==> src/rtl/eprom_access_sched_if.sv <==
// Requester and controller signal bundle for the EPROM access scheduler.
// The scheduler binds the slave modport; the environment drives the master side.
interface eprom_access_sched_if #(
    parameter int unsigned M = 32
);
    logic [1:0]   req_valid;
    logic [1:0]   req_we;
    logic [M-1:0] req_wdata0;
    logic [M-1:0] req_wdata1;
    logic         cfg_margin_rd;
    logic [1:0]   req_ready;
    logic [1:0]   rsp_valid;
    logic [M-1:0] rsp_rdata;
    logic [1:0]   rsp_status;
    logic [3:0]   rsp_retries;
    logic         busy;
    logic         rd;
    logic         wr;
    logic         ack;
    logic [M-1:0] data_in;
    logic         margin_read_en;
    logic [M-1:0] data_out;
    logic         rd_done;
    logic         wr_done;

    modport slave (
        input  req_valid, req_we, req_wdata0, req_wdata1, cfg_margin_rd,
        input  data_out, rd_done, wr_done,
        output req_ready, rsp_valid, rsp_rdata, rsp_status, rsp_retries, busy,
        output rd, wr, ack, data_in, margin_read_en
    );

    modport master (
        output req_valid, req_we, req_wdata0, req_wdata1, cfg_margin_rd,
        output data_out, rd_done, wr_done,
        input  req_ready, rsp_valid, rsp_rdata, rsp_status, rsp_retries, busy,
        input  rd, wr, ack, data_in, margin_read_en
    );
endinterface

==> src/rtl/eprom_access_sched.sv <==
// Two-port round-robin scheduler for the one-word EPROM controller, with
// program-verify-retry sequencing and a per-operation completion timeout.
module eprom_access_sched #(
    parameter int unsigned M         = 32,
    parameter int unsigned MAX_RETRY = 3,
    parameter int unsigned TIMEOUT   = 8191
) (
    input logic                 clk_div,
    input logic                 rst,
    eprom_access_sched_if.slave bus
);

    localparam logic [3:0] IDLE    = 4'd0;
    localparam logic [3:0] RD_ISS  = 4'd1;
    localparam logic [3:0] RD_WAIT = 4'd2;
    localparam logic [3:0] WR_ISS  = 4'd3;
    localparam logic [3:0] WR_WAIT = 4'd4;
    localparam logic [3:0] VF_ISS  = 4'd5;
    localparam logic [3:0] VF_WAIT = 4'd6;
    localparam logic [3:0] CHECK   = 4'd7;
    localparam logic [3:0] RESP    = 4'd8;

    localparam logic [12:0] TMO_LAST  = 13'(TIMEOUT - 1);
    localparam logic [3:0]  RETRY_MAX = 4'(MAX_RETRY);

    localparam logic [1:0] ST_OK      = 2'b00;
    localparam logic [1:0] ST_VERIFY  = 2'b01;
    localparam logic [1:0] ST_TIMEOUT = 2'b10;

    logic [3:0]   state_q, state_d;
    logic         last_q, last_d;
    logic         own_q, own_d;
    logic [M-1:0] wbuf_q, wbuf_d;
    logic [M-1:0] rbuf_q, rbuf_d;
    logic [3:0]   retry_q, retry_d;
    logic [12:0]  tmo_q, tmo_d;
    logic [1:0]   req_ready_q, req_ready_d;
    logic [1:0]   rsp_valid_q, rsp_valid_d;
    logic [M-1:0] rsp_rdata_q, rsp_rdata_d;
    logic [1:0]   rsp_status_q, rsp_status_d;
    logic [3:0]   rsp_retries_q, rsp_retries_d;
    logic         busy_q, busy_d;
    logic         rd_q, rd_d;
    logic         wr_q, wr_d;
    logic         ack_q, ack_d;
    logic [M-1:0] data_in_q, data_in_d;
    logic         margin_q, margin_d;

    logic         gnt;
    logic         tmo_hit;
    logic         to_resp;
    logic [1:0]   resp_code;

    always_comb begin
        // NOTE: every next-state value is defaulted before the case so no path
        // leaves one unassigned, which would otherwise infer a latch.
        state_d       = state_q;
        last_d        = last_q;
        own_d         = own_q;
        wbuf_d        = wbuf_q;
        rbuf_d        = rbuf_q;
        retry_d       = retry_q;
        tmo_d         = tmo_q;
        rsp_rdata_d   = rsp_rdata_q;
        rsp_status_d  = rsp_status_q;
        rsp_retries_d = rsp_retries_q;
        data_in_d     = data_in_q;
        margin_d      = margin_q;
        req_ready_d   = 2'b00;
        rsp_valid_d   = 2'b00;
        rd_d          = 1'b0;
        wr_d          = 1'b0;
        ack_d         = 1'b0;
        to_resp       = 1'b0;
        resp_code     = ST_OK;

        gnt     = (bus.req_valid == 2'b11) ? ~last_q : bus.req_valid[1];
        tmo_hit = (tmo_q == TMO_LAST);

        case (state_q)
            IDLE: begin
                if (|bus.req_valid) begin
                    req_ready_d[gnt] = 1'b1;
                    last_d           = gnt;
                    own_d            = gnt;
                    retry_d          = 4'd0;
                    wbuf_d           = gnt ? bus.req_wdata1 : bus.req_wdata0;
                    if (bus.req_we[gnt]) begin
                        state_d  = WR_ISS;
                        margin_d = 1'b0;
                    end else begin
                        state_d  = RD_ISS;
                        margin_d = bus.cfg_margin_rd;
                    end
                end
            end
            RD_ISS: begin
                rd_d    = 1'b1;
                tmo_d   = 13'd0;
                state_d = RD_WAIT;
            end
            RD_WAIT: begin
                if (bus.rd_done) begin
                    rsp_rdata_d = bus.data_out;
                    ack_d       = 1'b1;
                    to_resp     = 1'b1;
                end else if (tmo_hit) begin
                    to_resp   = 1'b1;
                    resp_code = ST_TIMEOUT;
                end else begin
                    tmo_d = tmo_q + 13'd1;
                end
            end
            WR_ISS: begin
                // Retries only drive the bits the last verify found missing.
                wr_d      = 1'b1;
                data_in_d = (retry_q == 4'd0) ? wbuf_q : (wbuf_q & ~rbuf_q);
                tmo_d     = 13'd0;
                state_d   = WR_WAIT;
            end
            WR_WAIT: begin
                if (bus.wr_done) begin
                    ack_d    = 1'b1;
                    margin_d = 1'b1;
                    state_d  = VF_ISS;
                end else if (tmo_hit) begin
                    to_resp   = 1'b1;
                    resp_code = ST_TIMEOUT;
                end else begin
                    tmo_d = tmo_q + 13'd1;
                end
            end
            VF_ISS: begin
                rd_d    = 1'b1;
                tmo_d   = 13'd0;
                state_d = VF_WAIT;
            end
            VF_WAIT: begin
                if (bus.rd_done) begin
                    rbuf_d   = bus.data_out;
                    ack_d    = 1'b1;
                    margin_d = 1'b0;
                    state_d  = CHECK;
                end else if (tmo_hit) begin
                    to_resp   = 1'b1;
                    resp_code = ST_TIMEOUT;
                end else begin
                    tmo_d = tmo_q + 13'd1;
                end
            end
            CHECK: begin
                // Extra 1 bits are legal: programmed OTP bits only accumulate.
                if ((rbuf_q & wbuf_q) == wbuf_q) begin
                    rsp_rdata_d = rbuf_q;
                    to_resp     = 1'b1;
                end else if (retry_q < RETRY_MAX) begin
                    retry_d = retry_q + 4'd1;
                    state_d = WR_ISS;
                end else begin
                    rsp_rdata_d = rbuf_q;
                    to_resp     = 1'b1;
                    resp_code   = ST_VERIFY;
                end
            end
            RESP: begin
                state_d = IDLE;
            end
            default: begin
                state_d = IDLE;
            end
        endcase

        if (to_resp) begin
            state_d            = RESP;
            rsp_valid_d[own_q] = 1'b1;
            rsp_status_d       = resp_code;
            rsp_retries_d      = retry_q;
            margin_d           = 1'b0;
        end

        busy_d = (state_d != IDLE);
    end

    always_ff @(posedge clk_div or posedge rst) begin
        if (rst) begin
            state_q       <= IDLE;
            last_q        <= 1'b1;
            own_q         <= 1'b0;
            wbuf_q        <= '0;
            rbuf_q        <= '0;
            retry_q       <= 4'd0;
            tmo_q         <= 13'd0;
            req_ready_q   <= 2'b00;
            rsp_valid_q   <= 2'b00;
            rsp_rdata_q   <= '0;
            rsp_status_q  <= ST_OK;
            rsp_retries_q <= 4'd0;
            busy_q        <= 1'b0;
            rd_q          <= 1'b0;
            wr_q          <= 1'b0;
            ack_q         <= 1'b0;
            data_in_q     <= '0;
            margin_q      <= 1'b0;
        end else begin
            // NOTE: non-blocking assignments so every register samples the
            // pre-edge values computed above, independent of statement order.
            state_q       <= state_d;
            last_q        <= last_d;
            own_q         <= own_d;
            wbuf_q        <= wbuf_d;
            rbuf_q        <= rbuf_d;
            retry_q       <= retry_d;
            tmo_q         <= tmo_d;
            req_ready_q   <= req_ready_d;
            rsp_valid_q   <= rsp_valid_d;
            rsp_rdata_q   <= rsp_rdata_d;
            rsp_status_q  <= rsp_status_d;
            rsp_retries_q <= rsp_retries_d;
            busy_q        <= busy_d;
            rd_q          <= rd_d;
            wr_q          <= wr_d;
            ack_q         <= ack_d;
            data_in_q     <= data_in_d;
            margin_q      <= margin_d;
        end
    end

    assign bus.req_ready      = req_ready_q;
    assign bus.rsp_valid      = rsp_valid_q;
    assign bus.rsp_rdata      = rsp_rdata_q;
    assign bus.rsp_status     = rsp_status_q;
    assign bus.rsp_retries    = rsp_retries_q;
    assign bus.busy           = busy_q;
    assign bus.rd             = rd_q;
    assign bus.wr             = wr_q;
    assign bus.ack            = ack_q;
    assign bus.data_in        = data_in_q;
    assign bus.margin_read_en = margin_q;

endmodule

==> src/flat_wrapper.sv <==
// flat-port wrapper written by rule: the top's interface ports become plain ports
module eprom_access_sched_flat 
#(
    parameter int unsigned M         = 32,
    parameter int unsigned MAX_RETRY = 3,
    parameter int unsigned TIMEOUT   = 8191
)
  (clk_div, rst, bus_req_valid, bus_req_we, bus_req_wdata0, bus_req_wdata1, bus_cfg_margin_rd, bus_data_out, bus_rd_done, bus_wr_done, bus_req_ready, bus_rsp_valid, bus_rsp_rdata, bus_rsp_status, bus_rsp_retries, bus_busy, bus_rd, bus_wr, bus_ack, bus_data_in, bus_margin_read_en);
  eprom_access_sched_if #(.M(M)) bus_i ();
  input logic clk_div;
  input logic rst;
  input wire logic [$bits(bus_i.req_valid)-1:0] bus_req_valid;
  input wire logic [$bits(bus_i.req_we)-1:0] bus_req_we;
  input wire logic [$bits(bus_i.req_wdata0)-1:0] bus_req_wdata0;
  input wire logic [$bits(bus_i.req_wdata1)-1:0] bus_req_wdata1;
  input wire logic [$bits(bus_i.cfg_margin_rd)-1:0] bus_cfg_margin_rd;
  input wire logic [$bits(bus_i.data_out)-1:0] bus_data_out;
  input wire logic [$bits(bus_i.rd_done)-1:0] bus_rd_done;
  input wire logic [$bits(bus_i.wr_done)-1:0] bus_wr_done;
  output wire logic [$bits(bus_i.req_ready)-1:0] bus_req_ready;
  output wire logic [$bits(bus_i.rsp_valid)-1:0] bus_rsp_valid;
  output wire logic [$bits(bus_i.rsp_rdata)-1:0] bus_rsp_rdata;
  output wire logic [$bits(bus_i.rsp_status)-1:0] bus_rsp_status;
  output wire logic [$bits(bus_i.rsp_retries)-1:0] bus_rsp_retries;
  output wire logic [$bits(bus_i.busy)-1:0] bus_busy;
  output wire logic [$bits(bus_i.rd)-1:0] bus_rd;
  output wire logic [$bits(bus_i.wr)-1:0] bus_wr;
  output wire logic [$bits(bus_i.ack)-1:0] bus_ack;
  output wire logic [$bits(bus_i.data_in)-1:0] bus_data_in;
  output wire logic [$bits(bus_i.margin_read_en)-1:0] bus_margin_read_en;
  assign bus_i.req_valid = bus_req_valid;
  assign bus_i.req_we = bus_req_we;
  assign bus_i.req_wdata0 = bus_req_wdata0;
  assign bus_i.req_wdata1 = bus_req_wdata1;
  assign bus_i.cfg_margin_rd = bus_cfg_margin_rd;
  assign bus_i.data_out = bus_data_out;
  assign bus_i.rd_done = bus_rd_done;
  assign bus_i.wr_done = bus_wr_done;
  assign bus_req_ready = bus_i.req_ready;
  assign bus_rsp_valid = bus_i.rsp_valid;
  assign bus_rsp_rdata = bus_i.rsp_rdata;
  assign bus_rsp_status = bus_i.rsp_status;
  assign bus_rsp_retries = bus_i.rsp_retries;
  assign bus_busy = bus_i.busy;
  assign bus_rd = bus_i.rd;
  assign bus_wr = bus_i.wr;
  assign bus_ack = bus_i.ack;
  assign bus_data_in = bus_i.data_in;
  assign bus_margin_read_en = bus_i.margin_read_en;
  eprom_access_sched #(.M(M), .MAX_RETRY(MAX_RETRY), .TIMEOUT(TIMEOUT)) u_core (.clk_div(clk_div), .rst(rst), .bus(bus_i));
endmodule
==> config.mk <==
export PLATFORM = sky130hd
export DESIGN_NAME = eprom_access_sched_flat
export DESIGN_NICKNAME = d
export VERILOG_FILES = /design/src/rtl/eprom_access_sched_if.sv /design/src/rtl/eprom_access_sched.sv /design/src/flat_wrapper.sv
export SDC_FILE = /design/constraint.sdc
export NUM_CORES = 1
export LEC_CHECK = 0
export CAP_MARGIN = 20
export CORE_MARGIN = 1
export CORE_UTILIZATION = 45
export CTS_BUF_LIST = sky130_fd_sc_hd__clkbuf_16
export DETAILED_ROUTE_END_ITERATION = 10
export HOLD_SLACK_MARGIN = 0.08
export PLACE_DENSITY = 0.73
export SYNTH_ARGS = -nofsm -noshare
export SYNTH_HDL_FRONTEND = slang
export SYNTH_SLANG_ARGS = --single-unit
==> constraint.sdc <==
create_clock -name clk_div -period 13.48 [get_ports clk_div]
set_clock_uncertainty 0.1 [all_clocks]
set_input_delay 2.022 -clock clk_div [delete_from_list [all_inputs] [get_ports clk_div]]
set_output_delay 2.022 -clock clk_div [all_outputs]
set_load 0.1 [all_outputs]
==> flow_summary.toml <==
[floorplanning]
coreArea_um2 = 16700
die-area_um2 = 17700
num_io_pins = 184
die_w_um = 133
row_count = 47
die_h_um = 133
start_util_pct = 46.3

[placed_design]
gp_congestion = 0.805
port_buffers = 183
place_hpwl_um = 14300

[sta]
finalSetupTns_ns = 0
rsz0062_at_grt = "false"
drv_slew = 0
layout_min_cycle_time_ns = 4.38
period_share_pct = 32.5
fmax_ghz = 0.228
tightest_slew_ns = 1.05
slew_headroom_pct = 29.7
setup_viol = 0
hold_viol = 0

[detailed_routing]
vias_per_cell = 5.50
ant_nets = 0
drc = 0
drt_iter0_markers = 644
wl_per_cell_um = 18.2
vias = 6299
firstDrtPassIters = 8
wl_um = 20900

[clock_tree]
clk_path_buf_depth = 2
clk_pin_slew_worst_paths_ns = 0.07
cts_root_buffer = "clkbuf_16"
cts.repair.resized = 0
postCtsSetupBuffers = 0
clock-sinks = 166
htreeDepth = 4
cts_made_buffers = 17
clock_latency_ns = 0.43
hold_buffers = 0
cts_tree = "yes"

[logic_synthesis]
synth_most_common_cell = "dfrtp_1"
synth.top_cell.area_share_pct = 53.4
ys_seq_area_share_pct = 53.7
synth_area_per_cell_um2 = 10.3
synthDistinctLibCells = 53
synth_ff_type = "dfrtp_1"
ys_warn_count = 0
synthTopCellsByCount = "165 x dfrtp_1, 88 x nand2_1, 83 x nor2_1, 82 x inv_1, 33 x mux2_2"
postSynthCellCount = 751
synth_edf_count = 0
synthArstFlopShare_pct = 100
synth_nets = 860
synth-seq-cells = 166
synth_area_leaders = "dfrtp_1 53%, a221oi_2 5.8%, mux2_2 4.8%"
yosys.area.top_type = "dfrtp_1"
netlist_area_um2 = 7730

[setup_path]
critPathKind = "in2reg"
cpMaxStageDelayCell = "clkdlybuf4s50_1"
cp.arrival_ns = 4.61
worst_path_most_repeated_cell = "nand2_2"
crit_fanout = 33
cp_top_family = "simple AND/OR/NAND/NOR gates"
start_kind = "input port"
path_buf_inv = 1
cp_data_required_time_ns = 13.71
cp_cell_sequence = "clkdlybuf4s50_1 -> nand2_2 -> or4_1 -> nand2_2 -> a21o_4 -> nand2_4 -> a221oi_1"
cp_slowest_stage_delay_ns = 0.54
endpoint_kind = "flip-flop"

[global_routing]
grt_util_all_layers_pct = 24.7
grt_pass1_wl_um = 33000
antenna_found_initial = 0
gr-total-overflow = 0
grt_max_degree = 94
grt_pass1_vias = 5964

[layout]
area_delta_synth_final_pct = 32.9
fin_nets = 1022
antennaDiodeCount = 0
layout-drive-gt1-share_pct = 12.3

[flow_run]
maxCapViolCount = 0

[hold_path]
hold_path_class = "reg2reg"

[outcome]
status = "complete, no violations"
-- final timing paths --
path	start	endpoint	slack, ns	depth (start not counted)
worst min register to register	u_core.bus.data_in[19]$_DFFE_PP0P_	u_core.bus.data_in[19]$_DFFE_PP0P_	0.37	2
worst max register to register	u_core.state_q[0]$_DFF_PP0_	u_core.bus.data_in[1]$_DFFE_PP0P_	10.19	5
worst min-delay path	u_core.bus.data_in[19]$_DFFE_PP0P_	u_core.bus.data_in[19]$_DFFE_PP0P_	0.37	2
worst max-delay path	bus_rd_done	u_core.bus.rsp_rdata[13]$_DFFE_PP0P_	9.10	7
max in group asynchronous	rst	u_core.bus.data_in[11]$_DFFE_PP0P_	9.76	3
min in group asynchronous	rst	u_core.tmo_q[4]$_DFFE_PP0P_	2.03	2
-- routing by layer --
layer | routed length [µm] | up-vias | track usage [%]
li1 | - | 2961 | -
met1 | 9610 | 3106 | 34.6
met2 | 9490 | 197 | 37.2
met3 | 1340 | 35 | 6.32
met4 | 462 | 0 | 8.88
met5 | 0 | - | 0
-- worst reg2reg max path: cells and delay by family (launching register included) --
kind | cells | cell delay, ns
buffers and inverters | 1 | 1.06
DFF | 1 | 0.57
and+or+nand+nor | 4 | 1.45
-- logic make-up after synthesis --
family / synth area share, %
flops: 53.7
simple gates: 16.0
xor+xnor: 0.113
compound gates: 17.1
buf+inv: 7.09
mux: 5.34
fa+ha+maj: 0.647
-- cells in the final DEF, fill, tap and decap left out, types with 11 or more instances in the layout --
master	count
dfrtp_1	165
a222oi_1	32
nand2b_1	29
a221oi_2	30
nand2_1	88
clkdlybuf4s50_1	183
inv_1	81
a21oi_1	16
a21o_1	11
clkbuf_16	17
mux2_2	33
nand3_1	31
o21ai_0	16
nor2_1	83
-- sequential cells by signal, summed over array words and instances, names as in the netlist, 2 cells and up --
| register | cells |
|---|---|
| u_core.bus.rsp_rdata | 32 |
| u_core.bus.rsp_status | 2 |
| u_core.wbuf_q | 32 |
| u_core.state_q | 4 |
| u_core.rbuf_q | 32 |
| u_core.tmo_q | 13 |
| u_core.bus.data_in | 32 |
| u_core.bus.rsp_retries | 4 |
| u_core.retry_q | 4 |
| u_core.bus.req_ready | 2 |
| u_core.bus.rsp_valid | 2 |
-- metrics by stage --
step,hold slack (ns),util (%),cell area (µm²),std cells,setup slack (ns)
finish,0.366,61.5,10300,1146,9.10
floorplan,0.317,-,7730,751,6.87
global placement,0.330,57.9,9680,1113,8.69
detailed placement,0.355,57.9,9680,1113,8.62
global route,0.384,61.5,10300,1146,8.92
CTS,0.370,61.4,10300,1145,9.11
-- layout make-up --
class,instances,area (µm²)
Clock buffer,17,425
Clock inverter,15,155
Fill cell,1425,6420
Inverter,83,317
Multi-Input combinational cell,455,3050
Sequential cell,166,4160
Tap cell,220,275
Timing Repair Buffer,190,1900
Power is not shown: default switching activity piles up to over one toggle a cycle in this logic, so the estimate is an artifact.
